**src/rtl/mux_2to1_pkg.sv**
```systemverilog
// Shared definitions for the two-lane merge path (mux_2to1 / demux_1to2).
// Default widths, lane identifiers and the round-robin pick helper.
package mux_2to1_pkg;

    localparam int BW_DEF    = 8;
    localparam int DEPTH_DEF = 4;
    localparam int AW_DEF    = 2;

    typedef enum logic {
        LANE0 = 1'b0,
        LANE1 = 1'b1
    } lane_e;

    // Round-robin choice on the current occupancy.
    // With both lanes busy the lane not served last wins.
    function automatic lane_e rr_pick(
        input lane_e last,
        input logic  ne0,
        input logic  ne1
    );
        lane_e pick;
        pick = last;
        unique case (1'b1)
            (ne0 && ne1):  pick = (last == LANE0) ? LANE1 : LANE0;
            (ne0 && !ne1): pick = LANE0;
            (!ne0 && ne1): pick = LANE1;
            default:       pick = last;
        endcase
        return pick;
    endfunction

endpackage

```
**src/rtl/mux_2to1_fifo_sync.sv**
```systemverilog
// Per-lane synchronous FIFO with combinational head word.
// Storage is not reset; pointers and count define what is valid.
module fifo_sync
    import mux_2to1_pkg::*;
#(
    parameter int BW    = BW_DEF,
    parameter int DEPTH = DEPTH_DEF,
    parameter int AW    = AW_DEF
) (
    input  logic          clk,
    input  logic          reset_L,
    input  logic          wr,
    input  logic [BW-1:0] din,
    input  logic          rd,
    output logic [BW-1:0] dout,
    output logic          full,
    output logic          empty,
    output logic [AW:0]   count
);

    localparam logic [AW:0] L_DEPTH = (AW+1)'(DEPTH);

    logic [BW-1:0] r_mem [DEPTH];
    logic [AW-1:0] r_wrptr;
    logic [AW-1:0] r_rdptr;
    logic [AW:0]   r_count;

    logic w_full;
    logic w_empty;
    logic w_rd;
    logic w_wr;

    assign w_full  = (r_count == L_DEPTH);
    assign w_empty = (r_count == '0);

    // A pop frees the slot the simultaneous write lands in when full.
    assign w_rd = rd & ~w_empty;
    assign w_wr = wr & (~w_full | w_rd);

    assign dout  = r_mem[r_rdptr];
    assign full  = w_full;
    assign empty = w_empty;
    assign count = r_count;

    // Data storage, written at the write pointer.
    always_ff @(posedge clk) begin
        if (w_wr) begin
            r_mem[r_wrptr] <= din;
        end
    end

    // Pointers wrap naturally since DEPTH is a power of two.
    always_ff @(posedge clk or negedge reset_L) begin
        if (!reset_L) begin
            r_wrptr <= '0;
            r_rdptr <= '0;
        end else begin
            if (w_wr) begin
                r_wrptr <= r_wrptr + 1'b1;
            end
            if (w_rd) begin
                r_rdptr <= r_rdptr + 1'b1;
            end
        end
    end

    // Occupancy: write and pop together leave it unchanged.
    always_ff @(posedge clk or negedge reset_L) begin
        if (!reset_L) begin
            r_count <= '0;
        end else begin
            unique case ({w_wr, w_rd})
                2'b10:   r_count <= r_count + 1'b1;
                2'b01:   r_count <= r_count - 1'b1;
                default: r_count <= r_count;
            endcase
        end
    end

    a_no_empty_read: assert property (
        @(posedge clk) disable iff (!reset_L) !(rd && w_empty)
    );

    a_count_bound: assert property (
        @(posedge clk) disable iff (!reset_L) r_count <= L_DEPTH
    );

endmodule

```
**src/rtl/mux_2to1.sv**
```systemverilog
// Two-lane to one-stream merger: lane FIFOs, round-robin drain,
// registered output word and sticky per-lane overflow flags.
module mux_2to1
    import mux_2to1_pkg::*;
#(
    parameter int BW    = BW_DEF,
    parameter int DEPTH = DEPTH_DEF,
    parameter int AW    = AW_DEF
) (
    input  logic          clk,
    input  logic          reset_L,
    input  logic [BW-1:0] data_in0,
    input  logic          valid_in0,
    input  logic [BW-1:0] data_in1,
    input  logic          valid_in1,
    output logic          full0,
    output logic          full1,
    output logic [BW-1:0] data_out,
    output logic          valid_out,
    output logic          err_ovf0,
    output logic          err_ovf1
);

    localparam logic [AW:0] L_DEPTH = (AW+1)'(DEPTH);

    lane_e         r_last_sel;
    logic [BW-1:0] r_data;
    logic          r_valid;
    logic          r_err0;
    logic          r_err1;

    logic [BW-1:0] w_dout0;
    logic [BW-1:0] w_dout1;
    logic          w_full0;
    logic          w_full1;
    logic          w_empty0;
    logic          w_empty1;
    logic [AW:0]   w_count0;
    logic [AW:0]   w_count1;

    lane_e         w_sel;
    logic          w_pop;
    logic          w_rd0;
    logic          w_rd1;
    logic          w_wr0;
    logic          w_wr1;
    logic          w_drop0;
    logic          w_drop1;
    logic [BW-1:0] w_head;

    fifo_sync #(
        .BW    (BW),
        .DEPTH (DEPTH),
        .AW    (AW)
    ) u_fifo0 (
        .clk     (clk),
        .reset_L (reset_L),
        .wr      (w_wr0),
        .din     (data_in0),
        .rd      (w_rd0),
        .dout    (w_dout0),
        .full    (w_full0),
        .empty   (w_empty0),
        .count   (w_count0)
    );

    fifo_sync #(
        .BW    (BW),
        .DEPTH (DEPTH),
        .AW    (AW)
    ) u_fifo1 (
        .clk     (clk),
        .reset_L (reset_L),
        .wr      (w_wr1),
        .din     (data_in1),
        .rd      (w_rd1),
        .dout    (w_dout1),
        .full    (w_full1),
        .empty   (w_empty1),
        .count   (w_count1)
    );

    // Arbitration on pre-edge occupancy; one lane drained per cycle.
    always_comb begin
        w_pop  = ~w_empty0 | ~w_empty1;
        w_sel  = rr_pick(r_last_sel, ~w_empty0, ~w_empty1);
        w_rd0  = w_pop & (w_sel == LANE0);
        w_rd1  = w_pop & (w_sel == LANE1);
        w_head = (w_sel == LANE1) ? w_dout1 : w_dout0;
    end

    // A full lane still takes a word when it is drained on the same edge.
    always_comb begin
        w_wr0   = valid_in0 & (~w_full0 | w_rd0);
        w_wr1   = valid_in1 & (~w_full1 | w_rd1);
        w_drop0 = valid_in0 & w_full0 & ~w_rd0;
        w_drop1 = valid_in1 & w_full1 & ~w_rd1;
    end

    // Remember the served lane; lane 0 wins the first contest.
    always_ff @(posedge clk or negedge reset_L) begin
        if (!reset_L) begin
            r_last_sel <= LANE1;
        end else if (w_pop) begin
            r_last_sel <= w_sel;
        end
    end

    // Output register: data holds between pops, valid marks fresh words.
    always_ff @(posedge clk or negedge reset_L) begin
        if (!reset_L) begin
            r_data  <= '0;
            r_valid <= 1'b0;
        end else begin
            r_valid <= w_pop;
            if (w_pop) begin
                r_data <= w_head;
            end
        end
    end

    // Overflow flags stay set until the next reset.
    always_ff @(posedge clk or negedge reset_L) begin
        if (!reset_L) begin
            r_err0 <= 1'b0;
            r_err1 <= 1'b0;
        end else begin
            r_err0 <= r_err0 | w_drop0;
            r_err1 <= r_err1 | w_drop1;
        end
    end

    assign full0     = (w_count0 == L_DEPTH);
    assign full1     = (w_count1 == L_DEPTH);
    assign data_out  = r_data;
    assign valid_out = r_valid;
    assign err_ovf0  = r_err0;
    assign err_ovf1  = r_err1;

    a_single_pop: assert property (
        @(posedge clk) disable iff (!reset_L) !(w_rd0 && w_rd1)
    );

endmodule

```
**config.mk**
```make
export PLATFORM = sky130hd
export DESIGN_NAME = mux_2to1
export DESIGN_NICKNAME = d
export VERILOG_FILES = /design/src/rtl/mux_2to1_pkg.sv /design/src/rtl/mux_2to1_fifo_sync.sv /design/src/rtl/mux_2to1.sv
export SDC_FILE = /design/constraint.sdc
export NUM_CORES = 1
export LEC_CHECK = 0
export ABC_AREA = 1
export CAP_MARGIN = 20
export CELL_PAD_IN_SITES_DETAIL_PLACEMENT = 0
export CELL_PAD_IN_SITES_GLOBAL_PLACEMENT = 1
export CORE_MARGIN = 2
export CORE_UTILIZATION = 43
export CTS_BUF_LIST = sky130_fd_sc_hd__clkbuf_8
export CTS_CLUSTER_SIZE = 30
export DETAILED_ROUTE_END_ITERATION = 6
export PLACE_DENSITY_LB_ADDON = 0.1
export SLEW_MARGIN = 10
export SYNTH_ARGS = -nofsm -noshare
export SYNTH_HDL_FRONTEND = slang
export SYNTH_SLANG_ARGS = --single-unit
```
**constraint.sdc**
```tcl
create_clock -name clk -period 2.1 [get_ports clk]
set_clock_uncertainty 0.2 [all_clocks]
set_input_delay 0.42 -clock clk [delete_from_list [all_inputs] [get_ports clk]]
set_output_delay 0.42 -clock clk [all_outputs]
set_load 0.01 [all_outputs]
```
==> flow_metrics.env <==
export IMPL_postRouteAntennaNets=0
export IMPL_yosys_most_used_dff="edfxtp_1"
export IMPL_power_total_w=0.00710
export IMPL_synth_distinct_cells=28
export IMPL_yosys_warnings=0
export IMPL_rows=35
export IMPL_synth_area_leaders="edfxtp_1 48%, dfrtp_1 16%, nand2_1 11%"
export IMPL_dp_cells=542
export IMPL_path_cells="buf_6 -> nor2_4 -> nand2_4 -> a21oi_4 -> ha_4 -> inv_2 -> fa_2 -> a21oi_2 -> o21ai_1 -> xor2_1"
export IMPL_routed_wl_um=7470
export IMPL_min_period_over_period_pct=99.4
export IMPL_wl_per_cell_um=13.2
export IMPL_slowest_delay_ns=0.41
export IMPL_synth_area_leader_cell="edfxtp_1"
export IMPL_vdd_ir_drop_max_mv=0.715
export IMPL_startpoint="u_fifo0.count[0]"
export IMPL_area_growth_pct=24.3
export IMPL_status="finished, final reports clean"
export IMPL_relSlewSlack_pct=70.8
export IMPL_syn_area_per_cell_um2=10.5
export IMPL_cellPowerDensity_mw_per_mm2=1440
export IMPL_max_cap_viol_count=0
export IMPL_core_mm2=0.00911
export IMPL_synthTopCellsByCount="115 x nand2_1, 64 x edfxtp_1, 57 x inv_1, 29 x nand3_1, 25 x dfrtp_1"
export IMPL_cts_htree_levels=3
export IMPL_grt_first_pass_wirelength_um=12500
export IMPL_ioPinCount=33
export IMPL_grt_pass1_vias=2573
export IMPL_cts_tree="done"
export IMPL_end_kind="flip-flop"
export IMPL_vias_per_cell=4.70
export IMPL_crit_path_start_kind="flip-flop"
export IMPL_required_ns=2.14
export IMPL_drc_errors=0
export IMPL_num_vias=2657
export IMPL_port_buffers=32
export IMPL_worstPathMaxFanout=3
export IMPL_async_flop_share_pct=28.9
export IMPL_clk_path_buf_depth=2
export IMPL_synth_most_common_cell="nand2_1"
export IMPL_synth_net_count=411
export IMPL_critPathSlowestCell="dfrtp_1"
export IMPL_seq_area_frac_synth_pct=64.7
export IMPL_rr_endpoint="u_fifo1.count[2]"
export IMPL_final_cells=565
export IMPL_clk_latency_ns=0.35
export IMPL_grt_usage_pct=16.5
export IMPL_antenna_found_initial=0
export IMPL_worst_pin_slew_ns=0.437
export IMPL_critPathKind="reg -> reg"
export IMPL_cts_root_buffer_cell="clkbuf_8"
export IMPL_dieArea_mm2=0.0100
export IMPL_grt_max_degree=27
export IMPL_place_congestion=0.801
export IMPL_r2r_setup_slack_ns=0.01
export IMPL_finalHoldViolations=0
export IMPL_cts_sinks=90
export IMPL_start_util_pct=43.6
export IMPL_ys_ff_latch=90
export IMPL_syn_inst=379
export IMPL_fp_dieH_um=100
export IMPL_diodes=0
export IMPL_rsz0062_at_grt="yes"
export IMPL_synth_edf_count=64
export IMPL_finalSetupViolCount=0
export IMPL_min_period_ns=2.09
export IMPL_p_leak_nw=2.15
export IMPL_first_pass_iters=4
export IMPL_critPathArrivalTime_ns=2.13
export IMPL_final_util_pct=54.2
export IMPL_slew_viol_final=0
export IMPL_clk_pin_slew_worst_paths_ns=0.09
export IMPL_max_freq_ghz=0.479
export IMPL_rr_worst_depth=10
export IMPL_timing_rr_start="u_fifo0.count[0]"
export IMPL_min_path_type="in -> async"
export IMPL_layout_drive_gt1_share_pct=18.5
export IMPL_overflow=0
export IMPL_fin_nets=481
export IMPL_pre_cts_ws_ns=-0.101
export IMPL_syn_area_mm2=0.00398
export IMPL_hpwlAfterDp_um=5000
export IMPL_drt_iter0_markers=140
export IMPL_postLayoutSetupSlackWorst_ns=0.0134
export IMPL_die_x_um=100
export IMPL_synth_top_area_share_pct=48.3
export IMPL_cts_buffers=9
==> worst max path at each step <==
stage / to / slack, ns
3_5_place_dp: u_fifo0.count[2] / -0.10
4_1_cts: u_fifo1.count[2] / -0.03
5_1_grt: u_fifo0.count[2] / -0.07
6_report: u_fifo1.count[2] / 0.01
3_3_place_gp: u_fifo0.count[2] / -0.06
2_1_floorplan: u_fifo0.count[2] / -0.06
==> layout make-up <==
type / instances / area [µm²]
Inverter: 61 / 231
Timing Repair Buffer: 68 / 584
Clock buffer: 9 / 124
Multi-Input combinational cell: 219 / 1190
Fill cell: 791 / 4170
Clock inverter: 7 / 92.6
Sequential cell: 90 / 2570
Tap cell: 111 / 139
==> layer usage <==
| metal | global-route usage [%] | routed length [µm] | share of wire (%) |
|---|---|---|---|
| met1 | 21.9 | 3530 | 47 |
| met2 | 26.3 | 3560 | 48 |
| met3 | 3.34 | 221 | 3.0 |
| met4 | 7.17 | 156 | 2.1 |
| met5 | 0 | 0 | 0 |
==> timing repair <==
action                                  CTS  global route
pin swaps                                 6            11
setup buffers                             4             3
gates cloned                              0             0
endpoints found under the setup margin    4            29
gates resized for setup                   8            13
hold buffers                              0             0
==> where the power goes <==
part / switching [W] / internal, W
logic: 0.00179 / 0.00134
registers: 0.000242 / 0.00245
clock network: 0.000607 / 0.000668
==> per-stage QoR <==
step	hold slack [ns]	TNS [ns]	area, µm²
floorplan	-0.0756	-0.0586	4020
global placement	0.263	-0.0822	4630
finish	0.232	0	4940
detailed placement	0.281	-0.246	4630
global route	0.270	-0.134	4940
CTS	0.241	-0.0541	4890
==> kinds of logic (layout without fill, tap and decap cells) <==
family          Yosys count  after routing  synth area share [%]
simple gates            172            172                  18.0
flops                    90             90                  64.7
buf+inv                  70            145                  7.46
compound gates           29             29                  4.34
fa+ha+maj                12             12                  4.15
xor+xnor                  6              6                  1.32
==> placed cells by master (no fill, tap or decap), drive strengths merged <==
cell and instances:
nand3 30, bufinv 2, clkinvlp 2, nand4 1, fa 2, xor2 4, edfxtp 64, ha 10
xnor2 2, dfstp 1, clkdlybuf4s50 30, inv 61, clkinv 3, o21ai 23, buf 36, dfrtp 25
clkbuf 11, o21bai 2, a21oi 4, nand2 119, nor3 1, nor2 21
==> sequential cells by signal, summed over array words and instances, names as in the netlist, 3 cells and up <==
name,count
u_fifo1.count,3
u_fifo0.r_mem,32
u_fifo1.r_mem,32
u_fifo0.count,3
data_out,8
==> worst max-delay path, delay by kind of cell, from the launching register on <==
kind	cells	cell delay (ns)
buffers and inverters	2	0.17
and+or+nand+nor	2	0.15
xor gates and xnor gates	1	0.14
AOI/OAI and AO/OA	3	0.41
DFF	1	0.41
adders and majority gates	2	0.50
No activity file was read; power rests on OpenSTA's default activity.
